===== config.mk =====
export PLATFORM = sky130hd
export DESIGN_NAME = s2mm_sts_monitor_flat
export DESIGN_NICKNAME = d
export VERILOG_FILES = /design/src/rtl/s2mm_sts_monitor_pkg.sv /design/src/rtl/s2mm_sts_monitor_if.sv /design/src/rtl/s2mm_sts_monitor_tag_fifo.sv /design/src/rtl/s2mm_sts_monitor.sv /design/src/flat_wrapper.sv
export SDC_FILE = /design/constraint.sdc
export NUM_CORES = 1
export LEC_CHECK = 0
export CORE_MARGIN = 2
export CORE_UTILIZATION = 50
export CTS_BUF_LIST = sky130_fd_sc_hd__clkbuf_4 sky130_fd_sc_hd__clkbuf_8 sky130_fd_sc_hd__clkbuf_16
export CTS_CLUSTER_SIZE = 25
export DETAILED_ROUTE_END_ITERATION = 8
export GPL_ROUTABILITY_DRIVEN = 0
export HOLD_SLACK_MARGIN = 0.06
export PLACE_DENSITY_LB_ADDON = 0.3
export RECOVER_POWER = 50
export SLEW_MARGIN = 10
export SYNTH_ARGS = -nofsm -noshare
export SYNTH_HDL_FRONTEND = slang
export SYNTH_SLANG_ARGS = --single-unit

===== constraint.sdc =====
create_clock -name axis_st_clk -period 3.99 [get_ports axis_st_clk]
set_input_delay 0.798 -clock axis_st_clk [delete_from_list [all_inputs] [get_ports axis_st_clk]]
set_output_delay 0.798 -clock axis_st_clk [all_outputs]
set_load 0.1 [all_outputs]

===== src/rtl/s2mm_sts_monitor_pkg.sv =====
// Shared constants, state encoding and status decode for the S2MM status monitor.
// Latency: n/a (types and pure functions only).
// Backpressure: n/a.
package s2mm_sts_pkg;

  // Status beat bit positions
  localparam int STS_OKAY   = 7;
  localparam int STS_SLVERR = 6;
  localparam int STS_DECERR = 5;
  localparam int STS_INTERR = 4;

  // Command word layout
  localparam int CMD_TAG_LSB = 64;
  localparam int CMD_W       = 72;
  localparam int STS_W       = 8;

  typedef enum logic [1:0] {
    IDLE  = 2'd0,
    RUN   = 2'd1,
    DONE  = 2'd2,
    ERROR = 2'd3
  } state_t;

  // A beat is bad when OKAY is clear or any of the error flags is set.
  function automatic logic sts_is_err(input logic [STS_W-1:0] s);
    return !s[STS_OKAY] || s[STS_SLVERR] || s[STS_DECERR] || s[STS_INTERR];
  endfunction

endpackage


===== src/rtl/s2mm_sts_monitor_if.sv =====
// Command snoop + status stream bundle between the datamover and the monitor.
// Latency: n/a (wires only).
// Backpressure: sts_tready flows monitor->datamover; the cmd pair is observe-only.
// Ports: cmd_tvalid/cmd_tready/cmd_tdata (snoop), sts_tvalid/sts_tready/sts_tdata.
interface s2mm_sts_monitor_if;
  import s2mm_sts_pkg::*;

  logic             cmd_tvalid;
  logic             cmd_tready;
  logic [CMD_W-1:0] cmd_tdata;
  logic             sts_tvalid;
  logic             sts_tready;
  logic [STS_W-1:0] sts_tdata;

  // master = datamover side, slave = monitor side
  modport master (
    output cmd_tvalid, cmd_tready, cmd_tdata, sts_tvalid, sts_tdata,
    input  sts_tready
  );

  modport slave (
    input  cmd_tvalid, cmd_tready, cmd_tdata, sts_tvalid, sts_tdata,
    output sts_tready
  );

endinterface


===== src/rtl/s2mm_sts_monitor_tag_fifo.sv =====
// Outstanding-tag FIFO: holds issued command tags until their status returns.
// Latency: head/count reflect a push or pop on the next cycle; head is combinational off storage.
// Backpressure: none; a push while full is dropped unless a pop frees a slot that cycle.
// Ports: clk, rstb, push/din, pop, flush (sync clear), head, full, empty, count.
module tag_fifo #(
  parameter int W     = 4,
  parameter int DEPTH = 16
) (
  input  logic                       clk,
  input  logic                       rstb,
  input  logic                       push,
  input  logic [W-1:0]               din,
  input  logic                       pop,
  input  logic                       flush,
  output logic [W-1:0]               head,
  output logic                       full,
  output logic                       empty,
  output logic [$clog2(DEPTH):0]     count
);
  localparam int AW = $clog2(DEPTH);

  logic [W-1:0]  mem [DEPTH];
  logic [AW-1:0] wr_ptr;
  logic [AW-1:0] rd_ptr;
  logic          do_push;
  logic          do_pop;

  assign empty   = (count == '0);
  assign full    = (count == (AW+1)'(DEPTH));
  assign do_pop  = pop && !empty;
  assign do_push = push && (!full || do_pop);
  assign head    = mem[rd_ptr];

  always_ff @(posedge clk or negedge rstb) begin
    if (!rstb) begin
      wr_ptr <= '0;
      rd_ptr <= '0;
      count  <= '0;
    end else if (flush) begin
      wr_ptr <= '0;
      rd_ptr <= '0;
      count  <= '0;
    end else begin
      if (do_push) wr_ptr <= wr_ptr + AW'(1);
      if (do_pop)  rd_ptr <= rd_ptr + AW'(1);
      case ({do_push, do_pop})
        2'b10:   count <= count + (AW+1)'(1);
        2'b01:   count <= count - (AW+1)'(1);
        default: count <= count;
      endcase
    end
  end

  // Storage needs no reset; occupancy is tracked by the pointers.
  always_ff @(posedge clk) begin
    if (do_push && !flush) mem[wr_ptr] <= din;
  end

endmodule


===== src/rtl/s2mm_sts_monitor.sv =====
// S2MM status monitor: tracks issued tags, checks returning status, counts completions.
// Latency: every counter/flag updates one cycle after the command or status handshake.
// Backpressure: none; sts_tready is tied high in all states.
// Ports: axis_st_clk/axis_st_rstb, bus (slave), write_start/write_reset/cap_size,
//        cmds_done, bytes_done, outstanding, last_status, err_sticky, err_code,
//        tag_err, cap_done, done_irq, busy.
module s2mm_sts_monitor
  import s2mm_sts_pkg::*;
#(
  parameter int BTT_BYTES = 4096,
  parameter int TAG_W     = 4,
  parameter int MAX_OUT   = 16
) (
  input  logic                        axis_st_clk,
  input  logic                        axis_st_rstb,
  s2mm_sts_monitor_if.slave           bus,
  input  logic                        write_start,
  input  logic                        write_reset,
  input  logic [31:0]                 cap_size,
  output logic [31:0]                 cmds_done,
  output logic [31:0]                 bytes_done,
  output logic [$clog2(MAX_OUT):0]    outstanding,
  output logic [7:0]                  last_status,
  output logic                        err_sticky,
  output logic [3:0]                  err_code,
  output logic                        tag_err,
  output logic                        cap_done,
  output logic                        done_irq,
  output logic                        busy
);
  localparam int LOG_BTT = $clog2(BTT_BYTES);

  state_t            state_q, state_nxt;
  logic              hs_cmd, hs_sts, beat_err, arm;
  logic              fifo_full, fifo_empty, fifo_pop;
  logic [TAG_W-1:0]  fifo_head;
  logic              tag_fault;
  logic [31:0]       num_cmds;
  logic [32:0]       num_calc;
  logic [32+LOG_BTT-1:0] bytes_wide;
  logic              unused;

  assign bus.sts_tready = 1'b1;

  assign hs_cmd   = bus.cmd_tvalid && bus.cmd_tready;
  assign hs_sts   = bus.sts_tvalid && bus.sts_tready;
  assign beat_err = sts_is_err(bus.sts_tdata);
  // Arming is only honoured outside an active or failed capture.
  assign arm      = write_start && (state_q == IDLE || state_q == DONE);
  assign num_calc = ({1'b0, cap_size} + 33'(BTT_BYTES - 1)) >> LOG_BTT;

  // Underflow beats pop nothing; a same-cycle push cannot satisfy them.
  assign fifo_pop  = hs_sts && !fifo_empty;
  assign tag_fault = (hs_sts && fifo_empty)
                  || (fifo_pop && (fifo_head != bus.sts_tdata[TAG_W-1:0]))
                  || (hs_cmd && fifo_full && !fifo_pop);

  assign bytes_wide = (32+LOG_BTT)'(cmds_done) << LOG_BTT;
  assign bytes_done = (|bytes_wide[32+LOG_BTT-1:32]) ? 32'hFFFF_FFFF : bytes_wide[31:0];

  assign unused = ^{bus.cmd_tdata[CMD_W-1:CMD_TAG_LSB+TAG_W],
                    bus.cmd_tdata[CMD_TAG_LSB-1:0], num_calc[32]};

  tag_fifo #(.W(TAG_W), .DEPTH(MAX_OUT)) u_tag_fifo (
    .clk   (axis_st_clk),
    .rstb  (axis_st_rstb),
    .push  (hs_cmd),
    .din   (bus.cmd_tdata[CMD_TAG_LSB +: TAG_W]),
    .pop   (fifo_pop),
    .flush (write_reset),
    .head  (fifo_head),
    .full  (fifo_full),
    .empty (fifo_empty),
    .count (outstanding)
  );

  // FSM: state register
  always_ff @(posedge axis_st_clk or negedge axis_st_rstb) begin
    if (!axis_st_rstb) state_q <= IDLE;
    else               state_q <= state_nxt;
  end

  // FSM: next state
  always_comb begin
    state_nxt = state_q;
    case (state_q)
      IDLE, DONE: if (write_start) state_nxt = (cap_size == '0) ? DONE : RUN;
      RUN: if (hs_sts) begin
        if (beat_err)                          state_nxt = ERROR;
        else if (cmds_done + 32'd1 == num_cmds) state_nxt = DONE;
      end
      default: state_nxt = state_q;
    endcase
    if (write_reset) state_nxt = IDLE;
  end

  // FSM: outputs
  always_comb begin
    busy     = 1'b0;
    cap_done = 1'b0;
    case (state_q)
      RUN:     busy     = 1'b1;
      DONE:    cap_done = 1'b1;
      default: ;
    endcase
  end

  // Counters and sticky flags
  always_ff @(posedge axis_st_clk or negedge axis_st_rstb) begin
    if (!axis_st_rstb) begin
      cmds_done   <= '0;
      num_cmds    <= '0;
      last_status <= '0;
      err_sticky  <= 1'b0;
      err_code    <= '0;
      tag_err     <= 1'b0;
      done_irq    <= 1'b0;
    end else if (write_reset) begin
      cmds_done   <= '0;
      num_cmds    <= '0;
      last_status <= '0;
      err_sticky  <= 1'b0;
      err_code    <= '0;
      tag_err     <= 1'b0;
      done_irq    <= 1'b0;
    end else begin
      done_irq <= (state_nxt == DONE) && (state_q != DONE);
      if (hs_sts) last_status <= bus.sts_tdata;
      if (arm) begin
        // Clears win over a beat landing in the arming cycle.
        cmds_done  <= '0;
        num_cmds   <= num_calc[31:0];
        err_sticky <= 1'b0;
        err_code   <= '0;
        tag_err    <= 1'b0;
      end else begin
        if (hs_sts) begin
          cmds_done <= cmds_done + 32'd1;
          if (beat_err && !err_sticky) begin
            err_sticky <= 1'b1;
            err_code   <= bus.sts_tdata[STS_OKAY:STS_INTERR];
          end
        end
        if (tag_fault) tag_err <= 1'b1;
      end
    end
  end

endmodule


===== src/flat_wrapper.sv =====
// flat-port wrapper written by rule: the top's interface ports become plain ports
module s2mm_sts_monitor_flat import s2mm_sts_pkg::*;
#(
  parameter int BTT_BYTES = 4096,
  parameter int TAG_W     = 4,
  parameter int MAX_OUT   = 16
)
  (axis_st_clk, axis_st_rstb, write_start, write_reset, cap_size, cmds_done, bytes_done, outstanding, last_status, err_sticky, err_code, tag_err, cap_done, done_irq, busy, bus_cmd_tvalid, bus_cmd_tready, bus_cmd_tdata, bus_sts_tvalid, bus_sts_tdata, bus_sts_tready);
  s2mm_sts_monitor_if bus_i ();
  input  logic axis_st_clk;
  input  logic axis_st_rstb;
  input  logic write_start;
  input  logic write_reset;
  input  logic [31:0] cap_size;
  output logic [31:0] cmds_done;
  output logic [31:0] bytes_done;
  output logic [$clog2(MAX_OUT):0] outstanding;
  output logic [7:0] last_status;
  output logic err_sticky;
  output logic [3:0] err_code;
  output logic tag_err;
  output logic cap_done;
  output logic done_irq;
  output logic busy;
  input wire logic [$bits(bus_i.cmd_tvalid)-1:0] bus_cmd_tvalid;
  input wire logic [$bits(bus_i.cmd_tready)-1:0] bus_cmd_tready;
  input wire logic [$bits(bus_i.cmd_tdata)-1:0] bus_cmd_tdata;
  input wire logic [$bits(bus_i.sts_tvalid)-1:0] bus_sts_tvalid;
  input wire logic [$bits(bus_i.sts_tdata)-1:0] bus_sts_tdata;
  output wire logic [$bits(bus_i.sts_tready)-1:0] bus_sts_tready;
  assign bus_i.cmd_tvalid = bus_cmd_tvalid;
  assign bus_i.cmd_tready = bus_cmd_tready;
  assign bus_i.cmd_tdata = bus_cmd_tdata;
  assign bus_i.sts_tvalid = bus_sts_tvalid;
  assign bus_i.sts_tdata = bus_sts_tdata;
  assign bus_sts_tready = bus_i.sts_tready;
  s2mm_sts_monitor #(.BTT_BYTES(BTT_BYTES), .TAG_W(TAG_W), .MAX_OUT(MAX_OUT)) u_core (.axis_st_clk(axis_st_clk), .axis_st_rstb(axis_st_rstb), .bus(bus_i), .write_start(write_start), .write_reset(write_reset), .cap_size(cap_size), .cmds_done(cmds_done), .bytes_done(bytes_done), .outstanding(outstanding), .last_status(last_status), .err_sticky(err_sticky), .err_code(err_code), .tag_err(tag_err), .cap_done(cap_done), .done_irq(done_irq), .busy(busy));
endmodule

**After elaboration in Yosys (flattened, before gate mapping)**

Memories as Yosys holds them, arrays and structs flattened.
Cells that the tools add are included.

- Bits in registers: 94
- RAM bits: 64
- Output and inout port bits: 87
- Memories: 1

Memories:

| name | depth | bits a word | rd ports | clocked after Yosys merged registers in | write ports | RTL line | source |
|---|---|---|---|---|---|---|---|
| u_core.u_tag_fifo.mem | 16 | 4 | 1 | 0 | 1 | s2mm_sts_monitor_tag_fifo.sv:22 | `logic [W-1:0] mem [DEPTH];` |

- Add/subtract/negate cells: 6
- Equality and inequality tests: 9
- Muxes and demuxes: 37
- Reductions and logical operators: 39

Operator list:

| cell | number |
|---|---|
| $mux 32 | 6 |
| $add 32x12->33 const B | 1 |
| $add 32x1->32 const B | 1 |
| $eq 32x32->1 | 1 |
| $logic_not 32->1 | 1 |
| $mux 4 | 8 |
| $mux 8 | 2 |
| $logic_and 1x1->1 | 12 |
| $mux 1 | 12 |
| $mux 2 | 6 |
| $reduce_bool 3->1 | 4 |
| $reduce_or 12->1 | 1 |
| $pmux 5 s2 | 1 |
| $add 4x1->4 const B | 2 |
| $reduce_bool 2->1 | 4 |
| $logic_or 1x1->1 | 7 |
| $eq 2x2->1 const B | 3 |
| $logic_not 1->1 | 6 |
| $add 5x1->5 const B | 1 |
| $eq 5x5->1 const B | 1 |
| $logic_not 5->1 | 1 |
| $mux 5 | 1 |
| $sub 5x1->5 const B | 1 |
| $eq 2x1->1 const B | 2 |
| other kinds (6) | 6 |

**Depth between registers and ports, before layout**

Gate-level depths: netlist of the first run.

- Word-level depth: 11
- Mapped depth: 11
- Depth with buffers taken out: 10

**Modules after synthesis**

Synthesis of the first run repeated with hierarchy kept, for this count alone.

- Cell total of the unflattened synthesis: 755
- Area, all modules: 8095.3 um2

Modules (own cells, without submodules):

| module | times used | cells an instance | area each (um2) | seq. area each (um2) |
|---|---|---|---|---|
| s2mm_sts_monitor | 1 | 553 | 4744.6 | 1751.7 |
| tag_fifo | 1 | 202 | 3350.7 | 2247.2 |

**Least setup slack after synthesis of the first run**

OpenSTA, ideal clock, no wires.

- Kind: register to output
- Start: register u_core.cmds_done[25]
- End: output port bytes_done[18]
- Arrival: 3348 ps
- Required time: 3192 ps
- Slack: -156 ps
- Cell stages (with the launch flop): 6
- Buffers on the path: 2
- Cells stage by stage: dfrtp_1 -> clkbuf_1 -> nor4_1 -> nand3_1 -> clkbuf_1 -> or2_2

- Cells in the longest elaborated chain, start to end: 2

RTL lines:

| what | RTL line | source |
|---|---|---|
| start, declared | s2mm_sts_monitor.sv:20 | `output logic [31:0] cmds_done,` |
| start signal, assigned | s2mm_sts_monitor.sv:138 | `cmds_done <= cmds_done + 32'd1;` |
| $reduce_or 12->1 | s2mm_sts_monitor.sv:59 | `assign bytes_done = (\|bytes_wide[32+LOG_BTT-1:32]) ? 32'hFFFF_FFFF : bytes_wide[31:0];` |
| $mux 32 | s2mm_sts_monitor.sv:59 |  |
| end, declared | flat_wrapper.sv:16 | `output logic [31:0] bytes_done;` |

No other way between the ends.

**Final worst setup path of the first run**

- Start: register u_core.cmds_done[4]
- End: register u_core.state_q[0]

- Cells in the longest elaborated chain, start to end: 7

RTL lines:

| what | RTL line | source |
|---|---|---|
| $add 32x1->32 | s2mm_sts_monitor.sv:90 | `else if (cmds_done + 32'd1 == num_cmds) state_nxt = DONE;` |
| $eq 32x32->1 | s2mm_sts_monitor.sv:90 |  |
| $mux 2 | s2mm_sts_monitor.sv:90 |  |
| $mux 2 | s2mm_sts_monitor.sv:89 | `if (beat_err) state_nxt = ERROR;` |
| $mux 2 | s2mm_sts_monitor.sv:88 | `RUN: if (hs_sts) begin` |
| $pmux 2 s2 | s2mm_sts_monitor.sv:86 | `case (state_q)` |
| $mux 2 | s2mm_sts_monitor.sv:94 | `if (write_reset) state_nxt = IDLE;` |
| net u_core.state_nxt[0] | s2mm_sts_monitor.sv:33 | `state_t state_q, state_nxt;` |
| end signal, assigned | s2mm_sts_monitor.sv:80 | `else state_q <= state_nxt;` |
| end, declared | s2mm_sts_monitor.sv:33 |  |

The timed path passes the listed nets, and every way through them passes these cells.
A chain may end at the register's enable or synchronous reset.

==> results of run 1 <==
stage by stage:
stage,util [%],instance area (um2),cells
global placement,59.3,9320,1063
global route,63.1,9910,1095
floorplan,-,7960,752
detailed placement,59.3,9320,1063
finish,63.1,9910,1095
CTS,63.2,9930,1095
power by group through the flow:
stage	sequential (mW)	clock, mW	combinational (mW)
5_1_grt	1.73	1.71	1.13
2_1_floorplan	1.95	0	0.531
3_5_place_dp	1.75	0	1.04
6_report	1.72	1.63	1.05
4_1_cts	1.72	1.65	1.05
3_3_place_gp	1.74	0	1.02
cells in the mapped netlist (3+ instances only):
cell type / n / area, um2
mux2i_1: 19 / 190
nand2b_1: 6 / 37.5
and4_1: 5 / 43.8
or2_2: 19 / 119
o21ai_1: 4 / 20.0
buf_4: 17 / 128
o21ai_0: 29 / 145
nor4_1: 21 / 131
a31oi_1: 4 / 25.0
clkbuf_1: 25 / 93.8
nand3_1: 26 / 130
or4_1: 3 / 22.5
inv_1: 15 / 56.3
nand4_1: 19 / 119
xor2_1: 44 / 385
nor3b_1: 3 / 22.5
edfxtp_1: 64 / 1920
nor2_1: 95 / 357
or3_1: 8 / 50.1
mux4_2: 18 / 405
and3_1: 6 / 37.5
dfrtp_1: 83 / 2080
a21oi_1: 24 / 120
nor2b_1: 8 / 50.1
buf_2: 7 / 35.0
xnor2_1: 43 / 377
o31ai_1: 3 / 22.5
ha_1: 9 / 113
nor3_1: 17 / 85.1
o22ai_1: 3 / 18.8
nand2_1: 64 / 240
registers in the layout, summed over array words and instances (netlist names):
| signal | flops |
|---|---|
| u_core.u_tag_fifo.rd_ptr | 4 |
| u_core.err_code | 4 |
| u_core.u_tag_fifo.mem | 64 |
| u_core.cmds_done | 32 |
| u_core.last_status | 8 |
| u_core.done_irq | 1 |
| u_core.tag_err | 1 |
| u_core.state_q | 2 |
| u_core.u_tag_fifo.count | 5 |
| u_core.num_cmds | 21 |
| u_core.u_tag_fifo.wr_ptr | 4 |
| u_core.err_sticky | 1 |
per-layer routing:
layer	part of all wire, %	wire length, um
met2	50	9600
met3	6.1	1170
met1	41	7940
met5	0	0
met4	2.8	538
cells by family (layout without fill, tap and decap cells):
logic type               after synthesis  in the layout  share of synthesized area, %
AND/OR/NAND/NOR                      311            311                          19.7
flip-flops                           147            147                          50.2
AO/OA/AOI/OAI                         88             88                          6.65
XOR/XNOR                              87             87                          9.57
buffers and inverters                 69            196                          4.37
multiplexers                          39             39                          7.76
adder cells (fa/ha/maj)               10             10                          1.67
other                                  1              1                        0.0471
critical path, stage by stage, from the launching register on:
cell and delay (ns):
dfrtp_1 0.56, nand4_1 0.49, or4_4 0.75, nor3_2 0.23
xnor2_1 0.11, a2111oi_0 0.55, o21a_1 0.21, nand4_1 0.25
o21ba_1 0.27
layout make-up:
class | instances | area, um2 | area share, %
clock buffers | 17 | 425 | 4.29
clock inverters | 15 | 186 | 1.88
inverters | 15 | 56.3 | 0.568
multi-input cells | 536 | 3610 | 36.5
flip-flops and latches | 147 | 4000 | 40.3
well taps | 216 | 270 | 2.73
repair buffers | 149 | 1360 | 13.7
final timing paths:
kind	startpoint	end	depth (start not counted)
max	u_core.cmds_done[4]	u_core.state_q[0]	8
min	u_core.num_cmds[0]	u_core.num_cmds[0]	2
max reg2reg	u_core.cmds_done[4]	u_core.state_q[0]	8
min reg2reg	u_core.num_cmds[0]	u_core.num_cmds[0]	2
max in group asynchronous	axis_st_rstb	u_core.last_status[3]	1
min in group asynchronous	axis_st_rstb	u_core.cmds_done[7]	1
==> results.yml, run 1 <==
route:
  first_iter_violations: 385
  ant_nets: 0
  drc: 0
  wl_mm: 19.3
  wl_per_cell_um: 17.6
  vias: 6269
  viasPerCell: 5.73
  drt-pass1-iter-count: 5
synth:
  synth.yosys.seq_area_share_pct: 50.2
  synth-edff-count: 64
  yosys_warnings: 0
  syn_nets: 881
  yosysUniqueCellTypes: 62
  syn_inst: 752
  ys_ff_latch: 147
  synth_async_sr_flop_share_pct: 56.5
  synth.cell_area_um2: 7960
  syn_area_per_cell_um2: 10.6
  synth_flop_cell: "dfrtp_1"
setup_path:
  crit_fanout: 11
  r2r_setup_slack_ns: 0.47
  worstPathArrival_ns: 3.84
  path_class: "register to register"
  crit_path_end_kind: "register"
  startpoint_type: "register"
  required_ns: 4.31
global_route:
  grt_util_all_layers_pct: 23.5
  grt_max_degree: 84
  grt_pass1_wl_mm: 30.7
  use_met1_pct: 28.4
  grt_use_met2_pct: 40.0
  grt_pass1_vias: 6252
  antenna_found_initial: 0
  grt-ovfl-total: 0
  busiest_layer: "met2"
  met3_usage_pct: 5.13
placement:
  dpl.hpwl_mm: 13.9
  io_buffers: 136
  place_ws_ns: 0.383
pwr:
  p_leak_nw: 3.82
  comb_power_share_pct: 23.8
  swShare_pct: 33.1
  peakVddDrop_mv: 0.732
  p_seq_share_pct: 39.1
  power.switching_mw: 1.45
  cellPowerDensity_nw_per_um2: 443
  p_int_mw: 2.93
  p_clk_share_pct: 37.0
  total_power_mw: 4.39
cts:
  post_cts_buffers: 0
  cts.sinks: 147
  h-tree-depth: 4
  clk_latency_ns: 0.43
  cts_buffer_depth: 2
  clk_pin_slew_ns: 0.07
  root_buffer: "clkbuf_16"
  cts_made_buffers: 17
  cts_resized: 0
  cts_tree: "built"
  ctsHoldBuffers: 0
timing:
  setup_slack_ns: 0.466
  slew_headroom_pct: -33.5
  finalHoldViolCount: 0
  slew_violations: 84
  worst-slew-pin-transition_ns: 2.00
  fin_crit_sh_pct: 88.3
  timing.setup.tns_ns: 0
  hold_ws_ns: 0.504
  skew_ns: 0.0103
  setup_viol: 0
  min_period_ns: 3.52
  rsz0062_at_grt: "false"
  fmax_mhz: 284
finish:
  mostFrequentLayoutCells: "clkdlybuf4s50_1, nor2_1, dfrtp_1"
  mostFrequentLayoutCell: "clkdlybuf4s50_1"
  insertedDiodeCount: 0
  fill_cells: 1253
  layout-drive-gt1-share_pct: 13.1
  layout.nets: 995
  area_growth_pct: 24.5
floorplan:
  rows: 46
  die_x_um: 130
  start_util_pct: 50.7
  io_pins: 206
  die_h_um: 130
  die-area_um2: 16900
  core-area_um2: 15700
status:
  outcome: "finished, violations left"
  violations: "capacitance limit, slew limit"
worst_hold_path:
  hp-class: "register to register"
run:
  max_cap_violations: 1
(Power assumes the default switching activity.)
==> inputs of run 2 (changes only) <==
Settings changed: CORE_UTILIZATION 50 to 49.
==> results.yml, run 2 (synthesis results as in run 1) <==
timing:
  hold_ws_ns: 0.499
  finalHoldViolCount: 0
  min_period_ns: 3.60
  fmax_mhz: 278
  rsz0062_at_grt: "false"
  slew_headroom_pct: -27.0
  fin_crit_sh_pct: 90.3
  skew_ns: 0.00849
  setup_viol: 0
  worst-slew-pin-transition_ns: 1.90
  timing.setup.tns_ns: 0
  slew_violations: 76
status:
  violations: "capacitance limit, slew limit"
  outcome: "finished, violations left"
floorplan:
  rows: 46
  die_h_um: 131
  die-area_um2: 17300
  start_util_pct: 50.1
  die_x_um: 131
  io_pins: 206
  core-area_um2: 15900
placement:
  dpl.hpwl_mm: 13.5
  io_buffers: 136
pwr:
  p_leak_nw: 3.81
  power.switching_mw: 1.37
  swShare_pct: 32.1
  cellPowerDensity_nw_per_um2: 434
  comb_power_share_pct: 23.7
  p_clk_share_pct: 36.3
  peakVddDrop_mv: 0.712
  p_int_mw: 2.91
  p_seq_share_pct: 40.0
  total_power_mw: 4.28
global_route:
  grt_pass1_wl_mm: 31.6
  grt_util_all_layers_pct: 23.0
  grt_max_degree: 76
  grt-ovfl-total: 0
  grt_pass1_vias: 5965
  antenna_found_initial: 0
cts:
  h-tree-depth: 4
  cts.sinks: 147
  root_buffer: "clkbuf_16"
  cts_made_buffers: 17
  ctsHoldBuffers: 0
  cts_resized: 0
  clk_pin_slew_ns: 0.06
  clk_latency_ns: 0.42
  cts_tree: "built"
  post_cts_buffers: 0
  cts_buffer_depth: 2
setup_path:
  path_class: "input pin to register"
  rr_worst_depth: 9
  crit_path_end_kind: "register"
  worstReg2RegEnd: "u_core.state_q[0]"
  startpoint_type: "input pin"
  crit_fanout: 29
  r2r_setup_slack_ns: 0.53
  worstPathArrival_ns: 3.86
  required_ns: 4.25
  timing.rr.start: "u_core.cmds_done[0]"
finish:
  reg.largest.list: "u_core.u_tag_fifo.mem: 64 flops, u_core.cmds_done: 32 flops, u_core.num_cmds: 21 flops"
  insertedDiodeCount: 0
  multi_input_area_um2: 3620
  max_flop_register: "u_core.u_tag_fifo.mem"
  register_area_um2: 4000
  largest_register_ffs: 64
  layout.nets: 995
  area_growth_pct: 24.1
  fill_cells: 1319
  mostFrequentLayoutCell: "clkdlybuf4s50_1"
  mostFrequentLayoutCells: "clkdlybuf4s50_1, nor2_1, dfrtp_1"
  layout-drive-gt1-share_pct: 13.1
route:
  drc: 0
  drt-pass1-iter-count: 5
  viasPerCell: 5.61
  first_iter_violations: 463
  wl_mm: 19.2
  vias: 6138
  ant_nets: 0
  wl_per_cell_um: 17.5
worst_hold_path:
  hp-class: "register to register"
  hold_depth: 2
  hold_path_end: "u_core.num_cmds[9]"
  hold_start: "u_core.num_cmds[9]"
run:
  max_cap_violations: 1
[run 2: changes by cell type in the layout (fill, tap and decap cells not counted), sizes merged]
cell / previous run / this run
clkinvlp: 1 / 3
clkbuf: 23 / 24
clkinv: 4 / 1
[run 2: through the flow]
step           setup slack, ns  cells  util (%)  cell area [um2]
2_1_floorplan            0.429    752         -             7960
3_3_place_gp             0.288   1063      58.7             9320
3_5_place_dp             0.217   1063      58.7             9320
4_1_cts                  0.232   1095      62.3             9900
5_1_grt                  0.192   1095      62.2             9880
6_report                 0.387   1095      62.2             9880
[run 2: worst max-delay path, stage by stage]
cell and delay (ns):
dlygate4sd3_1 0.57, buf_4 0.40, o21ai_0 0.39, a21oi_1 0.54, ha_1 0.37, a21o_1 0.18, a21oi_1 0.18, nor4_1 0.07
a21oi_1 0.16, xor2_1 0.15, nor2_1 0.05
[run 2: worst max-delay path by stage]
| stage | start | endpoint | slack, ns | cells after the start |
|---|---|---|---|---|
| finish | bus_sts_tvalid | u_core.u_tag_fifo.count[4] | 0.39 | 11 |
| global route | bus_sts_tvalid | u_core.u_tag_fifo.count[4] | 0.19 | 11 |
| CTS | u_core.cmds_done[23] | bytes_done[28] | 0.23 | 4 |
| detailed placement | bus_sts_tvalid | u_core.u_tag_fifo.count[4] | 0.22 | 11 |
| global placement | bus_sts_tvalid | u_core.u_tag_fifo.count[4] | 0.29 | 11 |
| floorplan | u_core.cmds_done[25] | bytes_done[18] | 0.43 | 5 |
[run 2: area by class of cell]
cell class / count / area share [%]
flip-flops and latches: 147 / 40.5
multi-input cells: 536 / 36.6
repair buffers: 149 / 13.8
clock buffers: 18 / 4.38
well taps: 216 / 2.74
clock inverters: 14 / 1.44
inverters: 15 / 0.570
[run 2: power by group through the flow]
stage / Combinational (mW) / Sequential (mW) / Clock [mW]
global placement: 1.01 / 1.74 / 0
detailed placement: 1.02 / 1.74 / 0
finish: 1.02 / 1.71 / 1.55
floorplan: 0.531 / 1.95 / 0
global route: 1.10 / 1.72 / 1.65
CTS: 1.03 / 1.71 / 1.58
[run 2: metal layers]
layer / vias to the layer above / GRT usage [%] / wire length, um
li1: 2900 / - / -
met4: 0 / 8.21 / 422
met2: 240 / 37.4 / 9320
met1: 2960 / 30.4 / 8160
met3: 38 / 5.02 / 1310
met5: - / 0 / 0
==> inputs of run 3 (changes only) <==
Settings changed: ABC_CLOCK_PERIOD_IN_PS set to 3990.
==> results of run 3 <==
Final layout, timing and power as in run 2 (identical DEF).
